## src/rtl/key_event_encoder.sv

```systemverilog
// key_event_encoder
//   Debounces the 16 raw key lines from the 4x4 keypad scanner, turns each
//   debounced edge into a press/release event tagged with the key index and
//   queues the events in a small first-word-fall-through FIFO.
//
// Ports
//   clk, rst_n      clock (posedge) and asynchronous active-low reset
//   key[15:0]       raw key state, 1 = pressed
//   sample_en       single-cycle qualifier; key is sampled only when high
//   ev_valid        head event present (FIFO non-empty)
//   ev_ready        consumer accepts head event
//   ev_code[3:0]    key index of head event (0 while empty)
//   ev_press        1 = press, 0 = release (0 while empty)
//   held[15:0]      debounced key state
//   fifo_count      number of stored events
//   overflow        sticky lost-event flag
//   clr_ovf         clears overflow (a simultaneous loss wins)
module key_event_encoder #(
  parameter int DB_CNT     = 16,
  parameter int FIFO_DEPTH = 4
) (
  input  logic                          clk,
  input  logic                          rst_n,
  input  logic [15:0]                   key,
  input  logic                          sample_en,
  output logic                          ev_valid,
  input  logic                          ev_ready,
  output logic [3:0]                    ev_code,
  output logic                          ev_press,
  output logic [15:0]                   held,
  output logic [$clog2(FIFO_DEPTH):0]   fifo_count,
  output logic                          overflow,
  input  logic                          clr_ovf
);

  localparam int PW = $clog2(FIFO_DEPTH);
  localparam int CW = PW + 1;
  localparam logic [7:0]    CNT_MAX = 8'(DB_CNT - 1);
  localparam logic [CW-1:0] DEPTH_C = CW'(FIFO_DEPTH);

  logic [15:0]   held_q, held_d;
  logic [15:0]   pend_q, pend_d;
  logic [15:0]   pdir_q, pdir_d;
  logic [7:0]    cnt_q [16];
  logic [7:0]    cnt_d [16];
  logic [4:0]    mem_q [FIFO_DEPTH];
  logic [4:0]    mem_d [FIFO_DEPTH];
  logic [PW-1:0] wr_ptr_q, wr_ptr_d;
  logic [PW-1:0] rd_ptr_q, rd_ptr_d;
  logic [CW-1:0] count_q, count_d;
  logic          overflow_q, overflow_d;

  logic          pop, push, full, any_pend, lost;
  logic [3:0]    sel;

  always_comb begin
    held_d     = held_q;
    pend_d     = pend_q;
    pdir_d     = pdir_q;
    cnt_d      = cnt_q;
    mem_d      = mem_q;
    wr_ptr_d   = wr_ptr_q;
    rd_ptr_d   = rd_ptr_q;
    count_d    = count_q;
    lost       = 1'b0;
    any_pend   = 1'b0;
    sel        = 4'd0;

    pop  = (count_q != '0) && ev_ready;
    full = (count_q == DEPTH_C);

    // Descending scan so the last hit is the lowest pending index.
    for (int i = 15; i >= 0; i--) begin
      if (pend_q[i]) begin
        any_pend = 1'b1;
        sel      = 4'(i);
      end
    end

    // A full FIFO can still take an event when the head leaves this cycle.
    push = any_pend && (!full || pop);

    if (push) begin
      pend_d[sel]      = 1'b0;
      mem_d[wr_ptr_q]  = {sel, pdir_q[sel]};
      wr_ptr_d         = wr_ptr_q + PW'(1);
    end
    if (pop) begin
      rd_ptr_d = rd_ptr_q + PW'(1);
    end
    case ({push, pop})
      2'b10:   count_d = count_q + CW'(1);
      2'b01:   count_d = count_q - CW'(1);
      default: count_d = count_q;
    endcase

    // Debounce runs after the push so a freshly completed toggle re-arms the
    // pend bit even if the previous event for that key leaves this cycle.
    if (sample_en) begin
      for (int i = 0; i < 16; i++) begin
        if (key[i] == held_q[i]) begin
          cnt_d[i] = 8'd0;
        end else if (cnt_q[i] == CNT_MAX) begin
          held_d[i] = ~held_q[i];
          cnt_d[i]  = 8'd0;
          if (pend_q[i] && !(push && (sel == 4'(i)))) begin
            lost = 1'b1;
          end
          pend_d[i] = 1'b1;
          pdir_d[i] = ~held_q[i];
        end else begin
          cnt_d[i] = cnt_q[i] + 8'd1;
        end
      end
    end

    if (lost) begin
      overflow_d = 1'b1;
    end else if (clr_ovf) begin
      overflow_d = 1'b0;
    end else begin
      overflow_d = overflow_q;
    end
  end

  always_ff @(posedge clk or negedge rst_n) begin
    if (!rst_n) begin
      held_q     <= '0;
      pend_q     <= '0;
      pdir_q     <= '0;
      for (int i = 0; i < 16; i++) begin
        cnt_q[i] <= 8'd0;
      end
      for (int i = 0; i < FIFO_DEPTH; i++) begin
        mem_q[i] <= 5'd0;
      end
      wr_ptr_q   <= '0;
      rd_ptr_q   <= '0;
      count_q    <= '0;
      overflow_q <= 1'b0;
    end else begin
      held_q     <= held_d;
      pend_q     <= pend_d;
      pdir_q     <= pdir_d;
      cnt_q      <= cnt_d;
      mem_q      <= mem_d;
      wr_ptr_q   <= wr_ptr_d;
      rd_ptr_q   <= rd_ptr_d;
      count_q    <= count_d;
      overflow_q <= overflow_d;
    end
  end

  assign ev_valid   = (count_q != '0);
  assign ev_code    = ev_valid ? mem_q[rd_ptr_q][4:1] : 4'd0;
  assign ev_press   = ev_valid ? mem_q[rd_ptr_q][0]   : 1'b0;
  assign held       = held_q;
  assign fifo_count = count_q;
  assign overflow   = overflow_q;

endmodule

```

## config.mk

```make
export PLATFORM = sky130hd
export DESIGN_NAME = key_event_encoder
export DESIGN_NICKNAME = d
export VERILOG_FILES = /design/src/rtl/key_event_encoder.sv
export SDC_FILE = /design/constraint.sdc
export NUM_CORES = 1
export LEC_CHECK = 0
export CELL_PAD_IN_SITES_DETAIL_PLACEMENT = 1
export CELL_PAD_IN_SITES_GLOBAL_PLACEMENT = 1
export CORE_AREA = 2 2 109 191
export CTS_CLUSTER_SIZE = 24
export DETAILED_ROUTE_END_ITERATION = 8
export DIE_AREA = 0 0 111 193
export PLACE_DENSITY_LB_ADDON = 0.1
export SLEW_MARGIN = 20
export SYNTH_ARGS = -nofsm -noshare
export SYNTH_HDL_FRONTEND = slang
export SYNTH_SLANG_ARGS = --single-unit
export TNS_END_PERCENT = 50
```

## constraint.sdc

```tcl
create_clock -name clk -period 5.99 [get_ports clk]
set_input_delay 1.198 -clock clk [delete_from_list [all_inputs] [get_ports clk]]
set_output_delay 1.198 -clock clk [all_outputs]
set_load 0.05 [all_outputs]
```

==> metrics.md <==
| Metric | Value |
|---|---|
| Routability cong. | between 0.8 and 0.9 |
| N_diodes | 0 |
| CP endpoint kind | output pin |
| FF-to-FF Start | pend_q[12]$_DFF_PN0_ |
| Gate power share | 33.8% |
| # port buffers | 46 |
| Endpoints failing hold | 0 |
| Ys async rst share | 100% |
| Synthesized area per cell | 9.51 um2 |
| Yosys warning count | 0 |
| WL/cell | approximately 19 um |
| Total gr overflow | 0 |
| Static Leak | 4.84 nW |
| Post-CTS Hold Buffers | 0 |
| FF-to-FF setup slack | 2.91 ns |
| Aggregate global-route resource usage | around a quarter |
| Register Area | about 4700 um2 |
| Switching portion of total power | 37.7% |
| CP Class | reg -> out |
| P_int | 0.00257 W |
| Xor and xnor area share after synthesis | 3.84% |
| Crit path DAT | about 2.5 ns |
| # rows | 69 |
| Commonest non-fill, non-tap cell in the layout | dfrtp_1 |
| Hold crit path type | reg -> reg |
| Final total power | roughly 0.0041 W |
| Top cell type's share of synthesized area | 48.0% |
| Die Wd | 111 um |
| Slew margin rel. | 37.8% |
| Register area share after synthesis | 48.0% |
| RSZ-0062 raised after global routing | false |
| Mux share of post-synthesis cell area | 4.92% |
| Crit path from | rd_ptr_q[0]$_DFFE_PN0P_ |
| Clk Tree Root Cell | clkbuf_16 |
| CTS tree | done |
| MaxCap Viol Count | 0 |
| NetSw | 0.00155 W |
| Fin nets | 1108 |
| Via/cell ratio | 6.09 |
| EDFF count, synth | 0 |
| Status | complete, no violations |
| Layout cells sized above 1 | 6.41% |
| Starting density of the core | 49.1% |
| HPWL Detailed | about 18000 um |
| Unique masters post-synth | 61 |
| Post-Route WL | between 20000 and 30000 um |
| Clock power share | 27.0% |
| Worst slew pin tran | 0.930 ns |
| # IOs | 47 |
| Clock tree buffer depth | 2 |
| PwrDens | 373 nW/um2 |
| Post-Synthesis Cell Area | 9800 um2 |
| R2r endpoint | mem_q[0]$_DFFE_PN0P_ |
| CP endpoint | ev_press |
| Flop pwr share | 39.2% |
| Setup TNS | 0 ns |
| Required @ worst endpoint | 4.79 ns |
| Multi-input logic area | 4870 um2 |
| Predominant post-synthesis flop cell | dfrtp_1 |
| Register bit total from synthesis | 188 |
| Clock Skews | approximately 0.0089 ns |
| Vias in the first global route | 8562 |
| CTS buffer count | 17 |
| Max IR drop VDD | about 0.00033 V |
| Main combinational cell family by area after synthesis | simple AND/OR/NAND/NOR gates |
| CTS Sinks | 188 |
| Post-route DRC | 0 |
| Global-route wire length before repair | 43500 um |
| Net Count, Synth | 1073 |
| Die ar. | 21400 um2 |
| DRT Pass-1 Iters | 4 |
| Synth Area in Compound Gates | between 10% and 20% |
| Area grow syn2layout | 12.8% |
| Fmax | 273 MHz |
| R2R depth | 7 |
| Area share of and/or/nand/nor cells after synthesis | 21.5% |
| Post-Syn Instances | a little over 1000 |
| H-Tree Depth | 4 |
| Largest net degree at the start of global routing | 105 |
| Post-CTS sizing | 0 |
| Commonest cells after routing, fill and taps aside | dfrtp_1, o21ai_0, nand2_1 |
| Die Y | 193 um |
| Area leader, netlist | dfrtp_1 |
| Iteration-0 DRC Markers | 322 |
| Setup-failing EPs final | 0 |
| Final critical-path required period | 3.66 ns |
| Largest cells by area after synthesis | dfrtp_1, o21ai_0, nand2_1 |
| Via count | between 8000 and 9000 |
| Critical path startpoint category | flip-flop |
| Worst-path clk slew | 0.07 ns |
| Crit Path Max Fanout | 7 |
| Setup Fix Bufs, Post-CTS | 0 |
| Max Slew Vio Count | 0 |
| DRT antenna net count | 0 |
| Initial antenna violation count | 0 |
| Fillers | 2320 |
| Adder-cell share of the synthesized area | under 10% |
| Core Footprint | 19900 um2 |
| Worst-Skew Late Latency | 0.45 ns |
| Final worst path period share | 61.1% |
[worst max-delay path: stages, from the launching register on]
cell	delay, ns
dfrtp_1	0.59
mux4_2	0.55
and2_1	0.18
clkdlybuf4s50_1	0.70
[synth_stat cells, types with 7 or more instances]
master     number
a21oi_1        17
and2_1          9
and3_1         50
clkbuf_1       30
dfrtp_1       188
ha_1           21
inv_1          21
mux2_2         14
mux2i_1        20
nand2_1       139
nand2b_1       30
nand3_1        63
nand4_1        16
nor2_1         28
nor2b_1        14
nor3_1         19
nor4_1         14
o21ai_0       174
o2bb2ai_1      32
o31ai_1        16
or3_1           8
or4_1           7
xnor2_1        19
xor2_1         24
[flip-flops by register name, summed over array words and instances (netlist names)]
signal / flops
overflow: 1
mem_q: 20
rd_ptr_q: 2
pdir_q: 9
pend_q: 16
wr_ptr_q: 2
held: 7
fifo_count: 3
cnt_q: 128
[cell families after synthesis]
kind of cell | after synthesis
compound gates | 269
xor+xnor | 43
fa+ha+maj | 22
buf+inv | 58
flops | 188
mux | 40
simple gates | 410
[through the flow]
| step | util, % | hold WS (ns) | instance area (um2) | worst slack [ns] | std cells |
|---|---|---|---|---|---|
| final | 55.4 | 0.478 | 11000 | 2.33 | 1325 |
| after global placement | 52.6 | 0.456 | 10500 | 2.43 | 1294 |
| after global routing | 55.4 | 0.504 | 11000 | 2.20 | 1325 |
| after floorplan | - | 0.440 | 9800 | 2.83 | 1030 |
| after CTS | 55.4 | 0.483 | 11000 | 2.29 | 1325 |
| after detailed placement | 52.6 | 0.468 | 10500 | 2.35 | 1294 |
[area by class of cell]
cell class,instances,area share (%)
multi-input combinational,784,44.0
tap,248,2.81
timing repair buffer,52,4.70
inverter,22,0.747
clock buffer,19,4.01
clock inverter,12,1.12
sequential,188,42.6
[how the worst min path moves through the flow]
stage,slack [ns],start,cells past startpoint,to
floorplan,0.44,cnt_q[111]$_DFFE_PN0P_,1,cnt_q[111]$_DFFE_PN0P_
global placement,0.46,cnt_q[79]$_DFFE_PN0P_,1,cnt_q[79]$_DFFE_PN0P_
detailed placement,0.47,mem_q[12]$_DFFE_PN0P_,2,mem_q[12]$_DFFE_PN0P_
CTS,0.48,mem_q[12]$_DFFE_PN0P_,2,mem_q[12]$_DFFE_PN0P_
global route,0.50,cnt_q[79]$_DFFE_PN0P_,1,cnt_q[79]$_DFFE_PN0P_
finish,0.48,mem_q[12]$_DFFE_PN0P_,2,mem_q[12]$_DFFE_PN0P_
[power groups by stage]
stage                     registers, W  clock network [W]  logic (W)
after floorplan                0.00162                  0   0.000996
after global placement         0.00163                  0    0.00134
after detailed placement       0.00164                  0    0.00140
after CTS                      0.00162            0.00114    0.00141
after global routing           0.00164            0.00119    0.00155
final                          0.00162            0.00112    0.00139
[per-layer routing]
metal | up-vias | part of all wire (%) | GRT usage (%)
met2 | 104 | 54 | 45.8
met3 | 37 | 2.2 | 3.78
met1 | 4117 | 42 | 29.7
met5 | - | 0 | 0
li1 | 3806 | - | -
met4 | 0 | 2.5 | 9.81
(Power assumes the default switching activity.)
